$ cat config.mk
export PLATFORM = sky130hd
export DESIGN_NAME = phase_sequencer_flat
export DESIGN_NICKNAME = d
export VERILOG_FILES = /design/src/rtl/phase_sequencer_pkg.sv /design/src/rtl/phase_sequencer_if.sv /design/src/rtl/phase_sequencer_stall_watchdog.sv /design/src/rtl/phase_sequencer.sv /design/src/flat_wrapper.sv
export SDC_FILE = /design/constraint.sdc
export NUM_CORES = 1
export LEC_CHECK = 0
export CORE_ASPECT_RATIO = 1.4
export CORE_UTILIZATION = 55
export CTS_BUF_LIST = sky130_fd_sc_hd__clkbuf_8
export CTS_CLUSTER_DIAMETER = 30
export CTS_CLUSTER_SIZE = 10
export DETAILED_ROUTE_END_ITERATION = 10
export MAX_ROUTING_LAYER = met4
export PLACE_DENSITY = 0.95
export SLEW_MARGIN = 20
export SYNTH_ARGS = -nofsm -noshare
export SYNTH_HDL_FRONTEND = slang
export SYNTH_SLANG_ARGS = --single-unit
$ cat constraint.sdc
create_clock -name clk -period 5.45 [get_ports clk]
set_input_delay 0.8175 -clock clk [delete_from_list [all_inputs] [get_ports clk]]
set_output_delay 0.8175 -clock clk [all_outputs]
set_load 0.01 [all_outputs]
$ cat src/rtl/phase_sequencer_pkg.sv
// Shared types for the LEGv8 phase sequencer: sequencer state, default phase indices, phase-register width.
// Latency: n/a (types and constants only).
// Backpressure: n/a.
package legv8_seq_pkg;

  typedef enum logic [1:0] {
    ST_IDLE   = 2'd0,
    ST_RUN    = 2'd1,
    ST_HALTED = 2'd2,
    ST_FAULT  = 2'd3
  } seq_state_t;

  // Default stage positions for the classic five-phase nonpipelined datapath.
  localparam int PH_FETCH  = 0;
  localparam int PH_DECODE = 1;
  localparam int PH_EXEC   = 2;
  localparam int PH_MEM    = 3;
  localparam int PH_WB     = 4;

  // Width of a register holding a phase index 0..num_phases-1.
  function automatic int phase_w(input int num_phases);
    return (num_phases > 1) ? $clog2(num_phases) : 1;
  endfunction

endpackage

$ cat src/rtl/phase_sequencer_if.sv
// Datapath-facing bundle of the phase sequencer: stage enables out, memory/decoder handshakes in.
// Latency: n/a (wiring only).
// Backpressure: imem_ready / dmem_ready stretch the fetch and memory phases.
// Ports: imem_ready, dmem_ready, mem_access, halt_req (datapath -> sequencer);
//        phase_en, pc_write (sequencer -> datapath).
interface phase_sequencer_if #(
  parameter int NUM_PHASES = 5
);
  logic                  imem_ready;
  logic                  dmem_ready;
  logic                  mem_access;
  logic                  halt_req;
  logic [NUM_PHASES-1:0] phase_en;
  logic                  pc_write;

  modport master (
    input  imem_ready, dmem_ready, mem_access, halt_req,
    output phase_en, pc_write
  );

  modport slave (
    output imem_ready, dmem_ready, mem_access, halt_req,
    input  phase_en, pc_write
  );
endinterface

$ cat src/rtl/phase_sequencer_stall_watchdog.sv
// Counts consecutive stall cycles and flags the one that exhausts the TIMEOUT budget.
// Latency: expired is combinational from the count register and incr (same cycle as the stall).
// Backpressure: none; clear has priority over incr. TIMEOUT=0 disables it entirely.
// Ports: clk, reset (sync, active-low), clear, incr, expired.
module stall_watchdog #(
  parameter int TIMEOUT = 16
) (
  input  logic clk,
  input  logic reset,
  input  logic clear,
  input  logic incr,
  output logic expired
);
  localparam int CW = (TIMEOUT > 1) ? $clog2(TIMEOUT + 1) : 1;

  logic [CW-1:0] count;

  // expired marks the hold cycle that is the TIMEOUT-th in a row, so the
  // owner can leave for FAULT on that edge and flag it the following cycle.
  assign expired = (TIMEOUT != 0) && incr && (count == CW'(TIMEOUT - 1));

  always_ff @(posedge clk) begin
    if (!reset) begin
      count <= '0;
    end else if (clear) begin
      count <= '0;
    end else if (incr && (TIMEOUT != 0) && !expired) begin
      count <= count + CW'(1);
    end
  end

endmodule

$ cat src/rtl/phase_sequencer.sv
// One-hot phase-enable sequencer for the nonpipelined LEGv8 datapath with run/step, budget, halt and watchdog.
// Latency: outputs decode from registers only; run sampled in IDLE -> phase_en[0] next cycle; NUM_PHASES cycles/instr.
// Backpressure: imem_ready holds fetch, dmem_ready holds the memory phase when mem_access; each hold adds one cycle.
// Ports: clk, reset (sync, active-low), run, single_step, step, bus (master modport),
//        busy, halted, fault, instr_count.
module phase_sequencer
  import legv8_seq_pkg::*;
#(
  parameter int NUM_PHASES = 5,
  parameter int MEM_PHASE  = PH_MEM,
  parameter int CNT_W      = 32,
  parameter int MAX_INSTR  = 0,
  parameter int TIMEOUT    = 16
) (
  input  logic                  clk,
  input  logic                  reset,
  input  logic                  run,
  input  logic                  single_step,
  input  logic                  step,
  phase_sequencer_if.master     bus,
  output logic                  busy,
  output logic                  halted,
  output logic                  fault,
  output logic [CNT_W-1:0]      instr_count
);
  localparam int PW = phase_w(NUM_PHASES);
  localparam logic [PW-1:0] LAST_PH = PW'(NUM_PHASES - 1);
  localparam logic [PW-1:0] MEM_PH  = PW'(MEM_PHASE);
  localparam logic [PW-1:0] FET_PH  = PW'(PH_FETCH);

  seq_state_t            state_q, state_d;
  logic [PW-1:0]         phase_q, phase_d;
  logic [CNT_W-1:0]      count_q, count_d, count_inc;
  logic                  advance;
  logic                  hold;
  logic                  wd_expired;
  logic [NUM_PHASES-1:0] phase_en;

  // Saturating retire count: all-ones sticks rather than wrapping.
  assign count_inc = (&count_q) ? count_q : count_q + CNT_W'(1);

  // Only fetch and the memory phase can be stretched; the rest last one cycle.
  always_comb begin
    advance = 1'b1;
    if (phase_q == FET_PH) begin
      advance = bus.imem_ready;
    end else if (phase_q == MEM_PH) begin
      advance = !bus.mem_access || bus.dmem_ready;
    end
  end

  assign hold = (state_q == ST_RUN) && !advance;

  stall_watchdog #(
    .TIMEOUT (TIMEOUT)
  ) u_watchdog (
    .clk     (clk),
    .reset   (reset),
    .clear   (!hold),
    .incr    (hold),
    .expired (wd_expired)
  );

  always_comb begin
    state_d = state_q;
    phase_d = phase_q;
    count_d = count_q;
    unique case (state_q)
      ST_IDLE: begin
        phase_d = '0;
        // In single-step mode only a step pulse starts work; run is ignored.
        if (single_step ? step : run) begin
          state_d = ST_RUN;
        end
      end
      ST_RUN: begin
        if (hold) begin
          if (wd_expired) begin
            state_d = ST_FAULT;
          end
        end else if (phase_q == LAST_PH) begin
          // Retire: the count moves even when this retire also halts.
          count_d = count_inc;
          phase_d = '0;
          if (bus.halt_req || ((MAX_INSTR != 0) && (count_inc == CNT_W'(MAX_INSTR)))) begin
            state_d = ST_HALTED;
          end else if (single_step || !run) begin
            state_d = ST_IDLE;
          end
        end else begin
          phase_d = phase_q + PW'(1);
        end
      end
      ST_HALTED, ST_FAULT: begin
        // Sticky until reset.
      end
    endcase
  end

  always_ff @(posedge clk) begin
    if (!reset) begin
      state_q <= ST_IDLE;
      phase_q <= '0;
      count_q <= '0;
    end else begin
      state_q <= state_d;
      phase_q <= phase_d;
      count_q <= count_d;
    end
  end

  always_comb begin
    phase_en = '0;
    for (int i = 0; i < NUM_PHASES; i++) begin
      phase_en[i] = (state_q == ST_RUN) && (phase_q == PW'(i));
    end
  end

  assign bus.phase_en = phase_en;
  assign bus.pc_write = phase_en[NUM_PHASES-1];
  assign busy         = (state_q == ST_RUN);
  assign halted       = (state_q == ST_HALTED);
  assign fault        = (state_q == ST_FAULT);
  assign instr_count  = count_q;

endmodule

$ cat src/flat_wrapper.sv
// flat-port wrapper written by rule: the top's interface ports become plain ports
module phase_sequencer_flat import legv8_seq_pkg::*;
#(
  parameter int NUM_PHASES = 5,
  parameter int MEM_PHASE  = PH_MEM,
  parameter int CNT_W      = 32,
  parameter int MAX_INSTR  = 0,
  parameter int TIMEOUT    = 16
)
  (clk, reset, run, single_step, step, busy, halted, fault, instr_count, bus_imem_ready, bus_dmem_ready, bus_mem_access, bus_halt_req, bus_phase_en, bus_pc_write);
  phase_sequencer_if #(.NUM_PHASES(NUM_PHASES)) bus_i ();
  input  logic clk;
  input  logic reset;
  input  logic run;
  input  logic single_step;
  input  logic step;
  output logic busy;
  output logic halted;
  output logic fault;
  output logic [CNT_W-1:0] instr_count;
  input wire logic [$bits(bus_i.imem_ready)-1:0] bus_imem_ready;
  input wire logic [$bits(bus_i.dmem_ready)-1:0] bus_dmem_ready;
  input wire logic [$bits(bus_i.mem_access)-1:0] bus_mem_access;
  input wire logic [$bits(bus_i.halt_req)-1:0] bus_halt_req;
  output wire logic [$bits(bus_i.phase_en)-1:0] bus_phase_en;
  output wire logic [$bits(bus_i.pc_write)-1:0] bus_pc_write;
  assign bus_i.imem_ready = bus_imem_ready;
  assign bus_i.dmem_ready = bus_dmem_ready;
  assign bus_i.mem_access = bus_mem_access;
  assign bus_i.halt_req = bus_halt_req;
  assign bus_phase_en = bus_i.phase_en;
  assign bus_pc_write = bus_i.pc_write;
  phase_sequencer #(.NUM_PHASES(NUM_PHASES), .MEM_PHASE(MEM_PHASE), .CNT_W(CNT_W), .MAX_INSTR(MAX_INSTR), .TIMEOUT(TIMEOUT)) u_core (.clk(clk), .reset(reset), .run(run), .single_step(single_step), .step(step), .bus(bus_i), .busy(busy), .halted(halted), .fault(fault), .instr_count(instr_count));
endmodule
Word-level counts from Yosys, hierarchy flattened
Cells that the tools add are included.
{"block": "op_classes", "add_sub_neg": 3, "n_eq_ne": 13, "muxes": 13, "bitwise_logic": 2, "reduce_logical": 22}
{"op": "32-bit by 1-bit adder with 32-bit output, second input constant", "n": 1}
{"op": "32-bit AND reduction", "n": 1}
{"op": "2-bit two-way mux", "n": 6}
{"op": "1-bit logical AND", "n": 8}
{"op": "3-bit by 2-bit == test with 1-bit output, second input constant", "n": 2}
{"op": "3-bit two-way mux", "n": 2}
{"op": "3-bit case mux with 2 select lines", "n": 1}
{"op": "5-bit by 1-bit adder with 5-bit output, second input constant", "n": 1}
{"op": "5-bit by 4-bit == test with 1-bit output, second input constant", "n": 1}
{"op": "5-bit AND reduction", "n": 1}
{"op": "2-bit == test, second input constant", "n": 2}
{"op": "1-bit zero test", "n": 4}
{"op": "4-bit by 1-bit inequality test with 1-bit output, second input constant", "n": 1}
{"op": "2-bit case mux with 2 select lines", "n": 1}
{"op": "2-bit AND reduction", "n": 2}
{"op": "4-bit AND reduction", "n": 1}
{"op": "3-bit by 1-bit adder with 3-bit output, second input constant", "n": 1}
{"op": "3-bit by 1-bit == test with 1-bit output, second input constant", "n": 1}
{"op": "3-bit == test, second input constant", "n": 1}
{"op": "3-bit zero test", "n": 1}
{"op": "1-bit two-way mux", "n": 3}
{"op": "3-bit by 1-bit inequality test with 1-bit output, second input constant", "n": 1}
{"op": "3-bit inequality test, second input constant", "n": 1}
{"op": "2-bit by 1-bit == test with 1-bit output, second input constant", "n": 1}
{"op": "6 further kinds", "n": 8}
{"block": "word_totals", "ff_bits": 42, "output_inout_bits": 41, "word_cells": 57}

Longest topological paths before layout
Gate-level depths: netlist of run 1.
{"block": "depth", "word_depth": 10, "depth_mapped": 8}

Modules after synthesis
From an unflattened synthesis of run 1, not the netlist that was laid out.
{"block": "hier_totals", "cells_unflattened": 274, "hier_area_um2": 2297.2}
{"module": "phase_sequencer", "n_inst": 1, "cells_each": 247, "area_per_inst_um2": 2048.2, "seq_area_each_um2": 740.7}
{"module": "stall_watchdog", "n_inst": 1, "cells_each": 27, "area_per_inst_um2": 249.0, "seq_area_each_um2": 100.1}

Worst setup path before layout of run 1
No wires, ideal clock.
{"block": "synth_timing", "path_kind": "register to register", "from": "reg u_core.phase_q[0]", "to": "reg u_core.count_q[13], in the netlist u_core.instr_count[13]", "setup_ns": 0.070, "arrival_time_ns": 2.222, "required_ns": 5.380, "slack_ns": 3.158, "path_stages_with_launch": 9, "period_less_slack_ns": 2.292, "path_cell_list": "dfxtp_1 -> inv_1 -> ha_1 -> and4b_1 -> nand2_1 -> a2111o_1 -> buf_2 -> or3_2 -> a21oi_1"}
{"block": "synth_between", "elab_chain_len": 7, "elab_cells_between_ends": 9}
{"element": "from (decl)", "line": "phase_sequencer.sv:32", "text": "logic [PW-1:0] phase_q, phase_d;"}
{"element": "from (signal assigned)", "line": "phase_sequencer.sv:107", "text": "phase_q <= phase_d;"}
{"element": "3-bit by 2-bit == test with 1-bit output", "line": "phase_sequencer.sv:47", "text": "end else if (phase_q == MEM_PH) begin"}
{"element": "1-bit two-way mux", "line": "phase_sequencer.sv:47"}
{"element": "1-bit two-way mux", "line": "phase_sequencer.sv:45", "text": "if (phase_q == FET_PH) begin"}
{"element": "1-bit zero test", "line": "phase_sequencer.sv:52", "text": "assign hold = (state_q == ST_RUN) && !advance;"}
{"element": "1-bit logical AND", "line": "phase_sequencer.sv:52"}
{"element": "1-bit inverter (no line)"}
{"element": "4-bit AND reduction (no line) (*)"}
{"element": "to (signal assigned)", "line": "phase_sequencer.sv:108", "text": "count_q <= count_d;"}
{"element": "to (decl)", "line": "phase_sequencer.sv:33", "text": "logic [CNT_W-1:0] count_q, count_d, count_inc;"}
Mark *: on every way between the ends. The rest lies on a longest branch, timed or not.
A chain may end at the register's enable or synchronous reset.

Worst setup path in the final report of run 1
{"block": "layout_timing", "from": "reg u_core.phase_q[0]", "to": "out bus_pc_write"}
{"block": "layout_between", "elab_chain_len": 2}
{"element": "3-bit == test", "line": "phase_sequencer.sv:115", "text": "phase_en[i] = (state_q == ST_RUN) && (phase_q == PW'(i));"}
{"element": "1-bit logical AND", "line": "phase_sequencer.sv:115"}
{"element": "to (decl)", "line": "flat_wrapper.sv:26", "text": "output wire logic [$bits(bus_i.pc_write)-1:0] bus_pc_write;"}
No other way between the ends.

==> flow_summary.json, run 1 <==
{
  "avgSynthCellArea_um2": 8.440,
  "coreArea_um2": 3919,
  "leakage_nw": 0.9541,
  "finalNetCount": 326,
  "vdd_drop_max_v": 0.0001886,
  "setup_violations": 0,
  "synth-seq-cells": 42,
  "cts.clk_slew.worst_paths_ps": 70,
  "start_util_pct": 57.50,
  "max-slew-margin-rel_pct": 38.58,
  "dp_hpwl_um": 3836,
  "p_switching_mw": 0.1243,
  "cts_tree": "done",
  "die_w_um": 56.10,
  "maxUsedRoutingLayer": "met4",
  "swShare_pct": 22.79,
  "final_cell_mix": "clkdlybuf4s50_1, dfxtp_1, a21oi_1, nand2_1, nor2_1",
  "met3_length_um": 240,
  "critical_path_class": "reg -> out",
  "clockPowerShare_pct": 37.9,
  "gp_congestion": 0.8467,
  "cts_hold_buf": 0,
  "fp-row-count": 27,
  "htree_num_levels": 2,
  "grt_pass1_vias": 2152,
  "yosysWarningCount": 0,
  "endpoint_kind": "primary output",
  "clk_latency_ps": 300,
  "grt_use_total_pct": 28.33,
  "slew_viol_final": 0,
  "antenna_cells": 0,
  "antenna_found_initial": 0,
  "dpl_cell_area_um2": 2723,
  "required_ps": 4630,
  "dieHeight_um": 77.74,
  "vias_per_cell": 6.314,
  "drc": 0,
  "clock_skew_ps": 10.24,
  "clockBufferDepth": 2,
  "clockRootBuffer": "clkbuf_8",
  "routed-via-count": 2229,
  "path_max_fanout": 6,
  "syn-num-nets": 284,
  "wl_met1_um": 2259,
  "p_int_mw": 0.4213,
  "status": "completed",
  "area_delta_synth_final_pct": 24.88,
  "clock_sinks": 42,
  "gr-total-overflow": 0,
  "grt_setup_unrepaired": "no",
  "die_area_um2": 4361,
  "post-cts-setup-buffers": 0,
  "grt_pass1_wl_um": 9646,
  "power_mw": 0.5456,
  "met2_length_um": 3066,
  "port_buffers": 49,
  "cts_buffers": 5,
  "wl_um": 5728,
  "yosysUniqueCellTypes": 48,
  "seqPwrFrac_pct": 57.0,
  "synth_edf_count": 0,
  "post-route-util_pct": 71.81,
  "ant_nets": 0,
  "seq_area_frac_synth_pct": 37.31,
  "postSynthCellCount": 267,
  "drt-initial-drc-count": 94,
  "cp-start-kind": "register",
  "fin_tns_setup_ps": 0,
  "maxCapViolations": 0,
  "fmax_mhz": 351.6,
  "synth_top_flop_cell": "dfxtp_1",
  "period_share_pct": 52.18,
  "critPathArrivalTime_ps": 2030,
  "synth_area_um2": 2253,
  "worst_slew_pin_slew_ps": 920.4,
  "pwr-share-comb_pct": 5.1,
  "wl_per_cell_um": 16.23,
  "min_period_ps": 2844,
  "cellPowerDensity_nw_per_um2": 193.9,
  "dr.pass1.iters": 4,
  "async_reset_ff_share_pct": 0,
  "finish.instance_area_um2": 2814,
  "layout_commonest_cell": "clkdlybuf4s50_1",
  "hold_violations": 0,
  "grt_max_degree": 31,
  "io_pins": 50,
  "hold_class": "reg -> reg",
  "layout-drive-gt1-share_pct": 5.484,
  "cts_resized": 0
}
Yosys cell counts, types with 6 or more instances:
cell      count  area, um^2
nor2_1       19       71.32
a21oi_1      23       115.1
nand3_1      18       90.09
mux2i_1       8       80.08
inv_1         9       33.78
o21ai_0       7       35.03
or4_1        10       75.07
ha_1          8       100.1
nand2b_1      6       37.54
dfxtp_1      42       840.8
and3_1        6       37.54
nand2_1      22       82.58
or3_1         6       37.54
xnor2_1       7       61.31
o31ai_1      10       75.07
clkbuf_1      8       30.03
nand4_1      12       75.07
sequential cells by signal, indices dropped and copies added (netlist names):
name / flops
u_core.state_q: 2
u_core.u_watchdog.count: 5
u_core.instr_count: 32
u_core.phase_q: 3
power groups by stage:
stage          Combinational [mW]  Clock [mW]  Sequential [mW]
3_3_place_gp               0.0262           0            0.318
3_5_place_dp               0.0269           0            0.318
6_report                   0.0277       0.207            0.311
4_1_cts                    0.0275       0.210            0.311
5_1_grt                    0.0301       0.222            0.312
2_1_floorplan              0.0164           0            0.316
critical path: stages (launching register included):
cell and delay, ps:
dfxtp_1 370, inv_1 120, ha_1 280, and4b_1 370, clkdlybuf4s50_1 590
per-layer routing:
layer | vias to the layer above | track usage [%]
met5 | - | -
met4 | 0 | 14.88
met3 | 17 | 5.833
met2 | 75 | 48.93
met1 | 1074 | 30.12
li1 | 1063 | -
kinds of logic after synthesis:
| group | after synthesis | share of synthesized area, % |
|---|---|---|
| and+or+nand+nor | 123 | 31.32 |
| AOI/OAI and AO/OA | 54 | 15.05 |
| DFF | 42 | 37.31 |
| buffers and inverters | 23 | 4.830 |
| xor gates and xnor gates | 9 | 3.498 |
| muxes | 8 | 3.554 |
| adders and majority gates | 8 | 4.442 |
final timing paths:
check	startpoint	endpoint	slack, ps	cells past startpoint
worst min register to register	u_core.u_watchdog.count[4]$_SDFFE_PN0P_	u_core.u_watchdog.count[4]$_SDFFE_PN0P_	520	2
worst max-delay path	u_core.phase_q[0]$_SDFFE_PN0P_	bus_pc_write	2610	4
worst min-delay path	u_core.u_watchdog.count[4]$_SDFFE_PN0P_	u_core.u_watchdog.count[4]$_SDFFE_PN0P_	520	2
worst max register to register	u_core.phase_q[0]$_SDFFE_PN0P_	u_core.instr_count[17]$_SDFFE_PN0P_	2690	7
cell type report:
class | count | area (um^2)
multi-input cells | 202 | 1304
fillers | 295 | 1105
flip-flops and latches | 42 | 840.8
repair buffers | 49 | 490.5
clock buffers | 6 | 82.58
well taps | 43 | 53.80
inverters | 9 | 33.78
clock inverters | 2 | 8.758
stage by stage:
stage	hold WS (ps)	std cells	worst slack, ps
4_1_cts	509.7	353	2623
3_5_place_dp	488.4	345	2357
6_report	516.8	353	2606
3_3_place_gp	464.2	345	2471
2_1_floorplan	454.4	267	3158
5_1_grt	546.1	353	2422
(Power assumes the default switching activity.)
==> run 2: changes to the inputs <==
Settings changed: CORE_UTILIZATION 55 to 47, PLACE_DENSITY 0.95 to 0.9.
Clock period 5.45 ns to 2.3 ns, I/O delays scaled along.
==> run 2 against run 1 <==
  * Sequential share of layout area is 2.2 points lower
  * Clock-buffer cell count stayed put
  * Die area rose by 16%
  * Final cell count rose by 12%
  * First-iteration DRC count grew 3.2%
  * Utilization shrank 5.4 points
  * Final area rose by 7.9%
  * Power increased by 140%
  * Setup slack worse by 2500 ps
  * Via count is 2.6% higher
  * Global-route usage shrank 4.0 points
  * Sequential power grew 140%
==> flow_summary.json, run 2 (synthesis gave the netlist of run 1 again) <==
{
  "gp_congestion": 0.8714,
  "htree_num_levels": 2,
  "dr.pass1.iters": 4,
  "drc": 0,
  "vias_per_cell": 5.773,
  "fill_cells": 389,
  "gr-total-overflow": 0,
  "dieHeight_um": 83.93,
  "io_pins": 50,
  "clockRootBuffer": "clkbuf_8",
  "min_period_ps": 2209,
  "cts_tree": "done",
  "layout_commonest_cell": "clkdlybuf4s50_1",
  "hold_violations": 0,
  "status": "completed",
  "startpoint": "u_core.instr_count[0]$_SDFFE_PN0P_",
  "grt_setup_unrepaired": "no",
  "wl_um": 5651,
  "max-slew-margin-rel_pct": 58.29,
  "path_max_fanout": 7,
  "maxCapViolations": 0,
  "cts_hold_buf": 0,
  "power_mw": 1.320,
  "clock_skew_ps": 7.619,
  "grt_use_total_pct": 24.29,
  "antenna_found_initial": 0,
  "routed-via-count": 2286,
  "start_util_pct": 49.29,
  "worstHoldPathCells": 2,
  "clockBufferDepth": 2,
  "fp-row-count": 29,
  "layout-drive-gt1-share_pct": 13.77,
  "reg2reg_depth": 6,
  "dp_hpwl_um": 4174,
  "drt-initial-drc-count": 97,
  "seq_area_um2": 842.1,
  "r2r-start": "u_core.instr_count[0]$_SDFFE_PN0P_",
  "finalNetCount": 350,
  "clock_sinks": 42,
  "coreArea_um2": 4572,
  "setup_violations": 0,
  "cellPowerDensity_nw_per_um2": 434.8,
  "critical_path_class": "reg -> reg",
  "worstHoldStart": "u_core.instr_count[31]$_SDFFE_PN0P_",
  "grt_pass1_vias": 2220,
  "die_area_um2": 5079,
  "cts.clk_slew.worst_paths_ps": 90,
  "die_w_um": 60.52,
  "fmax_mhz": 452.6,
  "worst_slew_pin_slew_ps": 609.9,
  "port_buffers": 49,
  "required_ps": 2540,
  "grt_pass1_wl_um": 9370,
  "final_cell_mix": "clkdlybuf4s50_1, dfxtp_1, buf_4, nand2_1, a21oi_1",
  "multi_input_area_um2": 1318,
  "antenna_cells": 0,
  "area_delta_synth_final_pct": 34.76,
  "critPathArrivalTime_ps": 2450,
  "largest_register_ffs": 32,
  "grt_max_degree": 21,
  "cts_buffers": 5,
  "vdd_drop_max_v": 0.0002962,
  "hold_class": "reg -> reg",
  "period_share_pct": 96.06,
  "leakage_nw": 1.070,
  "ant_nets": 0,
  "slew_viol_final": 0,
  "fin_tns_setup_ps": 0,
  "endpoint_kind": "register",
  "cp-start-kind": "register",
  "wl_per_cell_um": 14.27,
  "clk_latency_ps": 300
}
[run 2: cell types whose count changed in the layout (fill, tap and decap cells not counted), sizes merged]
cell and delta:
buf +24, clkinvlp +1, inv -1
[run 2: repair_timing]
item,CTS,global route
gates resized for setup,1,4
pin swaps,0,1
setup endpoints to repair,1,8
setup buffers,0,1
[run 2: layer usage]
metal | track usage (%) | wire length [um] | part of all wire (%)
met2 | 41.36 | 3026 | 54
met5 | - | 0 | 0
met1 | 25.19 | 2271 | 40
met3 | 5.736 | 239 | 4.2
met4 | 11.78 | 112 | 2.0
[run 2: path summary, 6_finish.rpt]
| check | slack, ps | end |
|---|---|---|
| worst max-delay path | 90 | u_core.instr_count[19]$_SDFFE_PN0P_ |
| worst min-delay path | 500 | u_core.instr_count[31]$_SDFFE_PN0P_ |
| worst max register to register | 90 | u_core.instr_count[19]$_SDFFE_PN0P_ |
| worst min register to register | 500 | u_core.instr_count[31]$_SDFFE_PN0P_ |
[run 2: stage by stage]
stage	setup WS (ps)	instances	util (%)	hold slack (ps)	instance area, um^2
4_1_cts	20.50	395	65.98	503.9	3017
2_1_floorplan	7.836	267	-	454.4	2253
3_3_place_gp	56.78	387	63.85	463.8	2919
3_5_place_dp	-27.83	387	63.85	488.9	2919
6_report	90.52	396	66.42	503.0	3037
5_1_grt	11.38	396	66.42	538.1	3037
[run 2: area by class of cell]
class / instances / area share (%)
clock buffer: 6 / 2.719
clock inverter: 2 / 0.4120
inverter: 9 / 1.112
multi-input combinational: 202 / 43.39
sequential: 42 / 27.73
tap: 62 / 2.555
timing repair buffer: 73 / 22.08
[run 2: power breakdown]
part / internal (mW) / leakage, nW / switching, mW
Combinational: 0.0386 / 0.683 / 0.0385
Sequential: 0.730 / 0.339 / 0.00405
Clock: 0.241 / 0.0472 / 0.268
[run 2: worst max-delay path, cell delays in order, from the launching register on]
cell	delay, ps
dfxtp_1	320
ha_1	220
and4_4	210
nor4b_2	160
a2111o_1	490
or4_2	570
a21oi_1	180
